File: config.mk
export PLATFORM = sky130hd
export DESIGN_NAME = keyboard_ctrl
export DESIGN_NICKNAME = d
export VERILOG_FILES = /design/src/rtl/keyboard_ctrl.sv
export SDC_FILE = /design/constraint.sdc
export NUM_CORES = 1
export LEC_CHECK = 0
export CAP_MARGIN = 15
export CORE_ASPECT_RATIO = 1.4
export CORE_MARGIN = 2
export CORE_UTILIZATION = 55
export DETAILED_ROUTE_END_ITERATION = 16
export PLACE_DENSITY = 0.84
export SETUP_SLACK_MARGIN = 0.05
export SKIP_CTS_REPAIR_TIMING = 1
export SLEW_MARGIN = 40
export SYNTH_ARGS = -nofsm -noshare
export SYNTH_HDL_FRONTEND = slang
export SYNTH_SLANG_ARGS = --single-unit
File: constraint.sdc
create_clock -name clk -period 5.4 [get_ports clk]
set_clock_uncertainty 0.1 [all_clocks]
set_input_delay 1.35 -clock clk [delete_from_list [all_inputs] [get_ports clk]]
set_output_delay 1.35 -clock clk [all_outputs]
set_load 0.01 [all_outputs]
File: src/rtl/keyboard_ctrl.sv
// PS/2 scan-code parser for game controls: held keys, jump charge, events.
// Decodes E0/F0 prefixes, tracks key levels and times the space-bar charge.
module keyboard_ctrl #(
    parameter int CHARGE_DIV  = 1_000_000,
    parameter int CHARGE_MAX  = 63,
    parameter int TIMEOUT_CYC = 2_000_000
) (
    input  logic       clk,
    input  logic       rst_n,
    input  logic       code_valid,
    input  logic [7:0] code_byte,
    output logic       key_left,
    output logic       key_right,
    output logic       key_space,
    output logic       key_esc,
    output logic       jump_press,
    output logic       jump_release,
    output logic       esc_press,
    output logic [5:0] jump_charge,
    output logic [5:0] jump_power
);

    localparam int PW = (CHARGE_DIV > 1) ? $clog2(CHARGE_DIV) : 1;
    localparam int TW = (TIMEOUT_CYC > 1) ? $clog2(TIMEOUT_CYC) : 1;
    localparam logic [PW-1:0] PRE_LAST = PW'(CHARGE_DIV - 1);
    localparam logic [TW-1:0] TO_LAST  = TW'(TIMEOUT_CYC - 1);
    localparam logic [5:0]    CMAX     = 6'(CHARGE_MAX);

    // held-bit indices
    localparam int L_ARW = 0;
    localparam int K_A   = 1;
    localparam int R_ARW = 2;
    localparam int K_D   = 3;
    localparam int K_SP  = 4;
    localparam int K_ESC = 5;

    typedef enum logic [1:0] {IDLE, EXT, BRK, EXT_BRK} state_t;

    state_t        state_q, state_d;
    logic [TW-1:0] tcnt_q;
    logic [PW-1:0] presc_q;
    logic [5:0]    held_q, held_d, hit;
    logic [5:0]    charge_q, power_q;
    logic          jp_q, jr_q, ep_q;
    logic          jp_d, jr_d, ep_d;
    logic          is_e0, is_f0, ext, brk, key_ev, mk, bk;
    logic          timeout, wrap;

    assign is_e0   = code_byte == 8'hE0;
    assign is_f0   = code_byte == 8'hF0;
    assign timeout = (state_q != IDLE) && (tcnt_q == TO_LAST);

    always_ff @(posedge clk or negedge rst_n) begin
        if (!rst_n) state_q <= IDLE;
        else        state_q <= state_d;
    end

    always_comb begin
        state_d = state_q;
        if (code_valid) begin
            unique case (state_q)
                IDLE:    state_d = is_e0 ? EXT : (is_f0 ? BRK : IDLE);
                EXT:     state_d = is_f0 ? EXT_BRK : (is_e0 ? EXT : IDLE);
                BRK:     state_d = is_e0 ? EXT_BRK : (is_f0 ? BRK : IDLE);
                EXT_BRK: state_d = (is_e0 || is_f0) ? EXT_BRK : IDLE;
            endcase
        end else if (timeout) begin
            state_d = IDLE;
        end
    end

    always_comb begin
        ext    = (state_q == EXT) || (state_q == EXT_BRK);
        brk    = (state_q == BRK) || (state_q == EXT_BRK);
        key_ev = code_valid && !is_e0 && !is_f0;
        mk     = key_ev && !brk;
        bk     = key_ev && brk;
        hit        = '0;
        hit[L_ARW] = ext  && (code_byte == 8'h6B);
        hit[K_A]   = !ext && (code_byte == 8'h1C);
        hit[R_ARW] = ext  && (code_byte == 8'h74);
        hit[K_D]   = !ext && (code_byte == 8'h23);
        hit[K_SP]  = !ext && (code_byte == 8'h29);
        hit[K_ESC] = !ext && (code_byte == 8'h76);
        held_d = held_q;
        if (mk) held_d = held_q | hit;
        if (bk) held_d = held_q & ~hit;
        jp_d = mk && hit[K_SP] && !held_q[K_SP];
        jr_d = bk && hit[K_SP] && held_q[K_SP];
        ep_d = mk && hit[K_ESC] && !held_q[K_ESC];
    end

    assign wrap = held_q[K_SP] && (presc_q == PRE_LAST);

    always_ff @(posedge clk or negedge rst_n) begin
        if (!rst_n) begin
            held_q   <= '0;
            jp_q     <= 1'b0;
            jr_q     <= 1'b0;
            ep_q     <= 1'b0;
            charge_q <= '0;
            power_q  <= '0;
            presc_q  <= '0;
            tcnt_q   <= '0;
        end else begin
            held_q <= held_d;
            jp_q   <= jp_d;
            jr_q   <= jr_d;
            ep_q   <= ep_d;
            if (code_valid || state_q == IDLE || tcnt_q == TO_LAST)
                tcnt_q <= '0;
            else
                tcnt_q <= tcnt_q + 1'b1;
            // power takes the pre-increment charge if a wrap coincides
            if (jp_d) begin
                charge_q <= '0;
                presc_q  <= '0;
            end else if (jr_d) begin
                power_q  <= charge_q;
                charge_q <= '0;
                presc_q  <= '0;
            end else if (held_q[K_SP]) begin
                presc_q <= wrap ? '0 : presc_q + 1'b1;
                if (wrap && charge_q < CMAX)
                    charge_q <= charge_q + 1'b1;
            end
        end
    end

    assign key_left     = held_q[L_ARW] | held_q[K_A];
    assign key_right    = held_q[R_ARW] | held_q[K_D];
    assign key_space    = held_q[K_SP];
    assign key_esc      = held_q[K_ESC];
    assign jump_press   = jp_q;
    assign jump_release = jr_q;
    assign esc_press    = ep_q;
    assign jump_charge  = charge_q;
    assign jump_power   = power_q;

endmodule

==> summary.txt, run 1 <==
Status
  • Status: complete, no violations

Finish
  • Nets: 379
  • Most frequent cells in the layout: dfrtp_1, nor2_1, nand2_1, clkdlybuf4s50_1, nand3_1
  • Area delta synth->final: 16.1%
  • Number of diodes: 0
  • Area of the multi-input gates: 0.00161 sq mm
  • Layout fillers: 430
  • Fin util: roughly 66%
  • Register area: between 0.0015 and 0.002 sq mm
  • Ratio of cells with drive above 1 in the final layout: roughly 11%
  • Commonest non-fill, non-tap cell in the layout: dfrtp_1

Critical path
  • CP max-delay cell: clkdlybuf4s50_1
  • Crit path max-delay family: simple AND/OR/NAND/NOR gates
  • Peak fanout along the critical path: 7
  • CP cell instances: clkdlybuf4s50_1, nand4bb_1, nor4_4, nand3_1, mux2_2
  • Critical Path RT: between 5 and 6 ns
  • Largest stage delay on the critical path: around 0.48 ns
  • Critical Path End Type: flip-flop
  • CP Class: input pin to flip-flop
  • Worst endpoint data arrival time: approximately 3.3 ns
  • Startpoint types: input pin
  • Bufs and invs on worst path: 1

Yosys
  • Syn_area_per_cell: between 9 and 10 sq um
  • Seq cells post-synth: 64
  • Synth Net Count: 349
  • Post-synth EDFFs: 0
  • Post-synthesis sequential area ratio: about half
  • Ys flop type: dfrtp_1
  • Asr flop ratio synth: 100%
  • Synthesis Warnings: 0
  • Yosys cell types: 50
  • Cell count after synthesis: about 340
  • Mapped Area: 0.00329 sq mm

Timing
  • Max-slew violation count: 0
  • Worst Tran Pin Value: ~0.77 ns
  • Slew Limit Headroom: approximately half
  • Hold WS: around 0.37 ns
  • Fin. Hold Viols: 0
  • Min Clock Period, post-route: around 3.1 ns
  • Highest Clock Rate: about 320 MHz
  • Number of setup violations in the final report: 0
  • RSZ-0062 raised after global routing: false
  • Final worst setup slack: ~2.3 ns
  • Setup tns final: 0 ns
  • Tcrit/Tclk final: between 50 and 60%

Power
  • Power per cell area: 276 mW/mm^2
  • Lkg Pwr: roughly 1.6 nW
  • Peak supply drop: between 0.15 and 0.2 mV

Clock tree
  • H-tree Lvls: 3
  • CTS tree: built
  • CTS sink count: 64
  • Worst-case clock buffer depth: 2
  • CTS Buf Count: 9
  • Clk_lat worst skew: ~0.34 ns
  • Register clock-pin slew on the reported worst setup and hold paths: approximately 0.060 ns
  • Root Buffer: clkbuf_8

Die
  • Core Area: 0.00582 sq mm
  • Row cnt: 33
  • Die Area: 0.00663 sq mm
  • Starting Density: roughly 57%
  • Height of the die: roughly 96 um
  • Die width: just under 70 um
  • Num ports: 30

GRT
  • Vias in the first global route: around 2600
  • First-pass GRT wire length: between 10 and 15 mm
  • Global-route usage over all layers: about 22%
  • Largest net degree at the start of global routing: 35
  • Initial antenna violation count: 0
  • Grt total ovfl: 0

Drt
  • Final WL: 7.01 mm
  • Antenna Nets Post-Route: 0
  • Vias per Instance: between 6 and 7
  • 1st-iter DRT viols: between 150 and 200
  • Vias after detailed routing: approximately 2700
  • First-pass detailed-route iteration total: 4
  • Drt drc: 0
  • Routed wire per std cell: around 16 um

Place
  • DP HPWL: slightly below 5 mm
  • Port buffer count: 29
  • Setup Slack @ Placement: about 1.9 ns
  • Routability Congestion: slightly below 0.8

Flow run
  • Max Cap Violations: 0

Worst hold path
  • Hold WC Path Type: flip-flop to flip-flop
## metrics by stage
step / instance area (sq um) / std cells / power [W]
after detailed placement: 3640 / 424 / 0.000695
after CTS: 3820 / 439 / 0.00106
after global placement: 3630 / 422 / 0.000682
after global routing: 3820 / 439 / 0.00110
after floorplan: 3290 / 335 / 0.000642
final: 3820 / 439 / 0.00105
## cell families (layout without fill, tap and decap cells)
group	after synthesis	count (layout)	share of synthesized area, %
DFF	64	64	48.7
and+or+nand+nor	157	157	26.6
buffers and inverters	23	57	2.74
adders and majority gates	3	3	1.14
xor gates and xnor gates	24	24	6.39
muxes	15	15	4.98
AOI/OAI and AO/OA	49	49	9.47
## where the power goes
part / switching, W / internal (W)
sequential: 0.0000494 / 0.000512
clock: 0.000177 / 0.000187
combinational: 0.0000688 / 0.0000584
total: 0.000295 / 0.000758
## area by class of cell
cell class	count	area share, %
multi-input combinational	248	42.0
timing repair buffer	34	8.45
clock buffer	12	4.06
clock inverter	3	0.458
sequential	64	41.9
inverter	8	0.786
tap	70	2.29
## cells in the mapped netlist, drive strengths merged, types with 3 or more instances
library cell	instances	area share [%]
a21oi	7	1.1
nor2	32	3.7
nand4	13	2.5
nand2	31	3.5
buf	4	0.57
nand2b	3	0.65
a41oi	4	1.1
and3	13	2.5
a31oi	14	2.7
clkbuf	11	1.3
ha	3	1.1
xnor2	9	2.4
inv	8	0.91
nand3	21	3.2
o21ai	13	2.0
nor4	6	1.8
or2	3	0.57
xor2	15	4.0
mux2	11	3.8
dfrtp	64	49
mux2i	4	1.2
nand3b	8	1.8
and4	5	1.3
nor3	8	1.2
## routing by layer
layer  part of all wire [%]  vias up  routed length, um  GRT usage (%)
li1                       -     1273                  -              -
met1                     43     1316               3030           27.2
met2                     52       65               3630           38.8
met3                    2.8       14                194           2.85
met4                    2.2        0                153           11.9
met5                      0        -                  0              0
## worst paths after layout
kind | startpoint | endpoint | slack (ns) | cells after the start
worst min-delay path | flip-flop | esc_press | 0.37 | 1
worst min register to register | flip-flop | esc_press | 0.37 | 1
max in group asynchronous | rst_n | jump_charge[3] | 3.35 | 2
worst max-delay path | code_byte[1] | jump_power[0] | 2.25 | 5
min in group asynchronous | rst_n | presc_q[2] | 0.95 | 1
worst max register to register | presc_q[0] | jump_charge[5] | 2.99 | 8
## registers in the layout (all words and copies together) (netlist names), named ones only
register      cells
tcnt_q           21
presc_q          20
jump_charge       6
jump_power        6
state_q           2
esc_press         1
jump_press        1
jump_release      1
No activity file was read; power rests on OpenSTA's default activity.
==> inputs of run 2 (changes only) <==
--- a/config.mk
+++ b/config.mk
@@ -8,9 +8,9 @@
 export CAP_MARGIN = 15
 export CORE_ASPECT_RATIO = 1.4
 export CORE_MARGIN = 2
-export CORE_UTILIZATION = 55
+export CORE_UTILIZATION = 52
 export DETAILED_ROUTE_END_ITERATION = 16
-export PLACE_DENSITY = 0.84
+export PLACE_DENSITY = 0.83
 export SETUP_SLACK_MARGIN = 0.05
 export SKIP_CTS_REPAIR_TIMING = 1
 export SLEW_MARGIN = 40
==> constraint.sdc (replaced) <==
create_clock -name clk -period 2.65 [get_ports clk]
set_clock_uncertainty 0.1 [all_clocks]
set_input_delay 0.6625 -clock clk [delete_from_list [all_inputs] [get_ports clk]]
set_output_delay 0.6625 -clock clk [all_outputs]
set_load 0.01 [all_outputs]
==> run 2 against run 1 <==
Cell area is 5.0% higher. Non-clock buffer count is 11 higher. Cell count is 3.2% higher. Wire length is 3.4% higher. Worst setup slack worse by 1.9 ns. First-iteration DRC count is 9.7% higher. Sequential power is 100% higher. Highest routed layer unchanged. Global-route usage is 0.29 points higher. Die area is 5.5% higher. Clock power grew to 2.9 times the previous value. Sequential share of layout area is 2.0 points lower.
==> summary.txt, run 2 (synthesized netlist as in run 1, its figures left out) <==
Critical path
  • Crit path max-delay family: simple AND/OR/NAND/NOR gates
  • CP max-delay cell: clkdlybuf4s50_1
  • Peak fanout along the critical path: 6
  • Critical Path RT: around 2.8 ns
  • Bufs and invs on worst path: 2
  • Startpoint types: input pin
  • Critical Path End Type: flip-flop
  • CP Class: input pin to flip-flop
  • CP cell instances: clkdlybuf4s50_1, nand4bb_1, nor4_4, buf_4, nand3_1, mux2_2
  • Largest stage delay on the critical path: approximately 0.51 ns
  • Critical R2R Launch: presc_q[0]
  • Worst endpoint data arrival time: ~2.5 ns
  • Crit path from: code_byte[0]

GRT
  • Grt total ovfl: 0
  • GR met2 Demand/Resource: just under 40%
  • Global-route usage over all layers: a little under a quarter
  • Largest net degree at the start of global routing: 43
  • First-pass GRT wire length: approximately 12 mm
  • Met1 Track Usage GR: between 20% and 30%
  • Global-route met3 utilization: under 10%
  • GRT Max-Usage Layer: met2
  • Vias in the first global route: ~2700
  • Initial antenna violation count: 0

Place
  • Routability Congestion: around 0.83
  • Placed insts: ~440
  • Placed cell areas: ~0.0038 sq mm
  • Port buffer count: 29
  • DP HPWL: just over 5 mm

Timing
  • Min Clock Period, post-route: between 2 and 2.5 ns
  • RSZ-0062 raised after global routing: false
  • Tcrit/Tclk final: 88.4%
  • Slew Limit Headroom: between 50% and 60%
  • Max-slew violation count: 0
  • Worst Tran Pin Value: approximately 0.70 ns
  • Highest Clock Rate: about 430 MHz
  • Number of setup violations in the final report: 0
  • Fin. Hold Viols: 0
  • Setup tns final: 0 ns
  • Hold WS: ~0.19 ns

Finish
  • Nets: 390
  • Most flops, register: tcnt_q
  • Fin util: about two thirds
  • Largest regs: tcnt_q (21), presc_q (20)
  • Most frequent cells in the layout: dfrtp_1, nor2_1, nand2_1, clkdlybuf4s50_1, nand3_1
  • Ratio of cells with drive above 1 in the final layout: between 10 and 15%
  • Fin cells: between 400 and 500
  • Area delta synth->final: 21.9%
  • Fin area: approximately 0.004 sq mm
  • Number of flip-flops in the largest register: 21
  • Register area: 0.00160 sq mm
  • Number of diodes: 0
  • Area of the multi-input gates: roughly 0.0016 sq mm
  • Layout fillers: roughly 450
  • Commonest non-fill, non-tap cell in the layout: dfrtp_1

Clock tree
  • Clk_lat worst skew: between 0.3 and 0.4 ns
  • Root Buffer: clkbuf_8
  • CTS Buf Count: 9
  • CTS sink count: 64
  • Worst-case clock buffer depth: 2
  • CTS tree: built
  • H-tree Lvls: 3
  • Register clock-pin slew on the reported worst setup and hold paths: ~0.07 ns

Die
  • Core Area: 0.00617 sq mm
  • Height of the die: between 90 and 100 um
  • Die Area: 0.00699 sq mm
  • Starting Density: a little over half
  • Die width: approximately 71 um
  • Num ports: 30
  • Row cnt: 34

Drt
  • Drt drc: 0
  • Final WL: 7.25 mm
  • Vias per Instance: 6.01
  • Vias after detailed routing: approximately 2700
  • Routed wire per std cell: between 15 and 20 um
  • 1st-iter DRT viols: between 200 and 250
  • Antenna Nets Post-Route: 0
  • First-pass detailed-route iteration total: 5

Power
  • Power per cell area: ~610 mW/mm^2
  • Lkg Pwr: ~1.7 nW
  • Peak supply drop: around 0.31 mV

Flow run
  • Max Cap Violations: 0

Worst hold path
  • Hold WC Path Type: input pin to async pin

Status
  • Status: complete, no violations
[run 2: final timing paths]
path	slack (ns)	end	cells after the start
worst max-delay path	0.31	jump_power[5]	6
min in group clk	0.35	esc_press	1
worst min register to register	0.35	esc_press	1
worst min-delay path	0.19	presc_q[0]	1
max in group asynchronous	1.66	jump_charge[5]	2
worst max register to register	0.31	presc_q[11]	7
[run 2: per-stage QoR]
| stage | power, W | setup WS (ns) |
|---|---|---|
| 2_1_floorplan | 0.00131 | 0.552 |
| 3_3_place_gp | 0.00141 | 0.0107 |
| 3_5_place_dp | 0.00142 | -0.0474 |
| 4_1_cts | 0.00247 | 0.322 |
| 5_1_grt | 0.00257 | 0.0896 |
| 6_report | 0.00246 | 0.307 |
[run 2: layout make-up]
class,instances,area share [%]
tap,72,2.25
clock buffer,11,3.77
inverter,8,0.748
multi-input combinational,248,40.0
clock inverter,5,2.56
sequential,64,39.9
timing repair buffer,45,10.7
[run 2: where the power goes]
group	switching [W]	internal (W)
Sequential	0.0000955	0.00104
Combinational	0.000142	0.000132
Clock	0.000374	0.000674
[run 2: routing by layer]
| layer | wire (um) | vias up | part of all wire (%) |
|---|---|---|---|
| met5 | 0 | - | 0 |
| met4 | 114 | 0 | 1.6 |
| met3 | 303 | 12 | 4.2 |
| met2 | 3830 | 74 | 53 |
| met1 | 3010 | 1343 | 41 |
| li1 | - | 1293 | - |
==> inputs of run 3 (changes only) <==
--- a/config.mk
+++ b/config.mk
@@ -5,12 +5,12 @@
 export SDC_FILE = /design/constraint.sdc
 export NUM_CORES = 1
 export LEC_CHECK = 0
-export CAP_MARGIN = 15
+export CAP_MARGIN = 40
 export CORE_ASPECT_RATIO = 1.4
 export CORE_MARGIN = 2
-export CORE_UTILIZATION = 52
+export CORE_UTILIZATION = 30
 export DETAILED_ROUTE_END_ITERATION = 16
-export PLACE_DENSITY = 0.83
+export PLACE_DENSITY = 0.56
 export SETUP_SLACK_MARGIN = 0.05
 export SKIP_CTS_REPAIR_TIMING = 1
 export SLEW_MARGIN = 40
==> run 3 against run 2 <==
Critical path depth increased by 1. Cell count grew 15%. Cell area rose by 4.2%. Register-to-register slack gained 0.13 ns. Fmax is 0.72% lower. Total power is 9.4% higher. Largest power group is now clock. Clock power rose by 22%. Die area rose by 69%. Non-clock buffer count rose by 1. Hold slack worse by 0.058 ns.
==> summary.txt, run 3 (synthesized netlist as in run 1, its figures left out) <==
Status
  • Status: complete, no violations

Place
  • Placed insts: approximately 500
  • Setup Slack @ Placement: -0.0504 ns
  • DP HPWL: between 5 and 6 mm
  • Routability Congestion: roughly 0.77
  • Port buffer count: 29

Finish
  • Nets: about 390
  • Fin cells: ~520
  • Most frequent cells in the layout: dfrtp_1, nor2_1, nand2_1, clkdlybuf4s50_1, nand3_1
  • Most flops, register: tcnt_q
  • Largest regs: tcnt_q (21), presc_q (20)
  • Number of flip-flops in the largest register: 21
  • Ratio of cells with drive above 1 in the final layout: 14.4%
  • Layout fillers: approximately 1100
  • Commonest non-fill, non-tap cell in the layout: dfrtp_1
  • Area delta synth->final: 27.1%
  • Fin util: 38.9%
  • Number of diodes: 0

Drt
  • 1st-iter DRT viols: approximately 160
  • Drt drc: 0
  • Routed wire per std cell: about 14 um
  • First-pass detailed-route iteration total: 4
  • Final WL: about 7.5 mm
  • Vias after detailed routing: approximately 2600
  • Antenna Nets Post-Route: 0
  • Vias per Instance: between 5 and 6

Timing
  • Final worst setup slack: just under 0.3 ns
  • RSZ-0062 raised after global routing: false
  • Min Clock Period, post-route: 2.36 ns
  • Worst Tran Pin Value: 0.773 ns
  • Fin. Hold Viols: 0
  • Setup tns final: 0 ns
  • Number of setup violations in the final report: 0
  • Slew Limit Headroom: between 40% and 50%
  • Max-slew violation count: 0
  • Tcrit/Tclk final: approximately nine tenths
  • Highest Clock Rate: between 400 and 500 MHz

Critical path
  • CP max-delay cell: clkdlybuf4s50_1
  • Critical Path End Type: flip-flop
  • Top cell by count, worst path: buf_4
  • Largest stage delay on the critical path: roughly 0.42 ns
  • Critical Path RT: about 2.8 ns
  • Peak fanout along the critical path: 6
  • Worst endpoint data arrival time: between 2 and 2.5 ns
  • Startpoint types: input pin
  • Crit path max-delay family: buffers and inverters
  • Critical R2R Launch: presc_q[0]
  • Bufs and invs on worst path: 3
  • Crit path from: code_byte[2]
  • CP cell instances: clkdlybuf4s50_1, nand4bb_1, nor4_4, buf_4, nand3_1, buf_4, mux2_2
  • CP Class: input pin to flip-flop

GRT
  • Grt total ovfl: 0
  • Initial antenna violation count: 0
  • Global-route usage over all layers: ~14%
  • First-pass GRT wire length: 13.0 mm
  • Vias in the first global route: roughly 2600
  • Largest net degree at the start of global routing: 53

Die
  • Row cnt: 45
  • Starting Density: a little under a third
  • Core Area: between 0.01 and 0.015 sq mm
  • Num ports: 30
  • Die width: around 93 um
  • Height of the die: around 130 um
  • Die Area: about 0.012 sq mm

Worst hold path
  • Hold WC Path Type: input pin to async pin

Power
  • Cell Int Power: 0.00203 W
  • Peak supply drop: about 0.30 mV
  • Clock share of power: a little under half
  • Seq pwr share: between 40% and 50%
  • Switching part of the total: 24.6%
  • Sw Pwr: 0.000662 W
  • Lkg Pwr: 1.75 nW
  • Power per cell area: around 640 mW/mm^2
  • Comb pwr share: approximately a tenth

Clock tree
  • H-tree Lvls: 3
  • CTS tree: built
  • CTS sink count: 64
  • Register clock-pin slew on the reported worst setup and hold paths: 0.06 ns
  • CTS Buf Count: 9
  • Worst-case clock buffer depth: 2
  • Root Buffer: clkbuf_16
  • Clk_lat worst skew: roughly 0.33 ns

Flow run
  • Max Cap Violations: 0
[run 3: path summary, 6_finish.rpt]
path | endpoint | slack (ns) | depth (start not counted)
worst max register to register | presc_q[15] | 0.44 | 7
worst max-delay path | jump_power[4] | 0.29 | 7
worst min register to register | esc_press | 0.36 | 1
max in group asynchronous | tcnt_q[11] | 1.74 | 2
min in group clk | esc_press | 0.36 | 1
worst min-delay path | presc_q[1] | 0.13 | 1
[run 3: metal layers]
metal | up-vias | share of wire, % | global-route usage, %
li1 | 1300 | - | -
met1 | 1279 | 47 | 18.0
met2 | 32 | 50 | 22.7
met3 | 6 | 2.4 | 3.82
met4 | 0 | 1.0 | 4.48
met5 | - | 0 | 0
[run 3: power groups by stage]
stage / Sequential [W] / Combinational (W) / Clock (W)
floorplan: 0.00112 / 0.000188 / 0
global placement: 0.00115 / 0.000267 / 0
detailed placement: 0.00115 / 0.000274 / 0
CTS: 0.00114 / 0.000277 / 0.00132
global route: 0.00115 / 0.000306 / 0.00138
finish: 0.00114 / 0.000273 / 0.00128
[run 3: cell type report]
type | instances | area (sq um) | share of cell area, %
Clock buffer | 10 | 239 | 5.71
Clock inverter | 6 | 91.3 | 2.18
Inverter | 8 | 30.0 | 0.718
Multi-Input combinational cell | 248 | 1610 | 38.4
Sequential cell | 64 | 1600 | 38.3
Tap cell | 141 | 176 | 4.22
Timing Repair Buffer | 46 | 438 | 10.5
[run 3: stage by stage]
stage          total power [W]  hold slack (ns)  instance area [sq um]
4_1_cts                0.00273            0.127                   4180
2_1_floorplan          0.00131            0.267                   3290
6_report               0.00269            0.132                   4180
3_5_place_dp           0.00143            0.360                   3850
5_1_grt                0.00284            0.135                   4180
3_3_place_gp           0.00142            0.349                   3850
[run 3: worst reg2reg max path, cell delays in order, from the launching register on]
cell and delay (ns):
dfrtp_1 0.40, ha_1 0.23, nand4_1 0.22, nor2_1 0.21, nand4_1 0.22, buf_4 0.29
nand2_1 0.26, o21ai_0 0.14
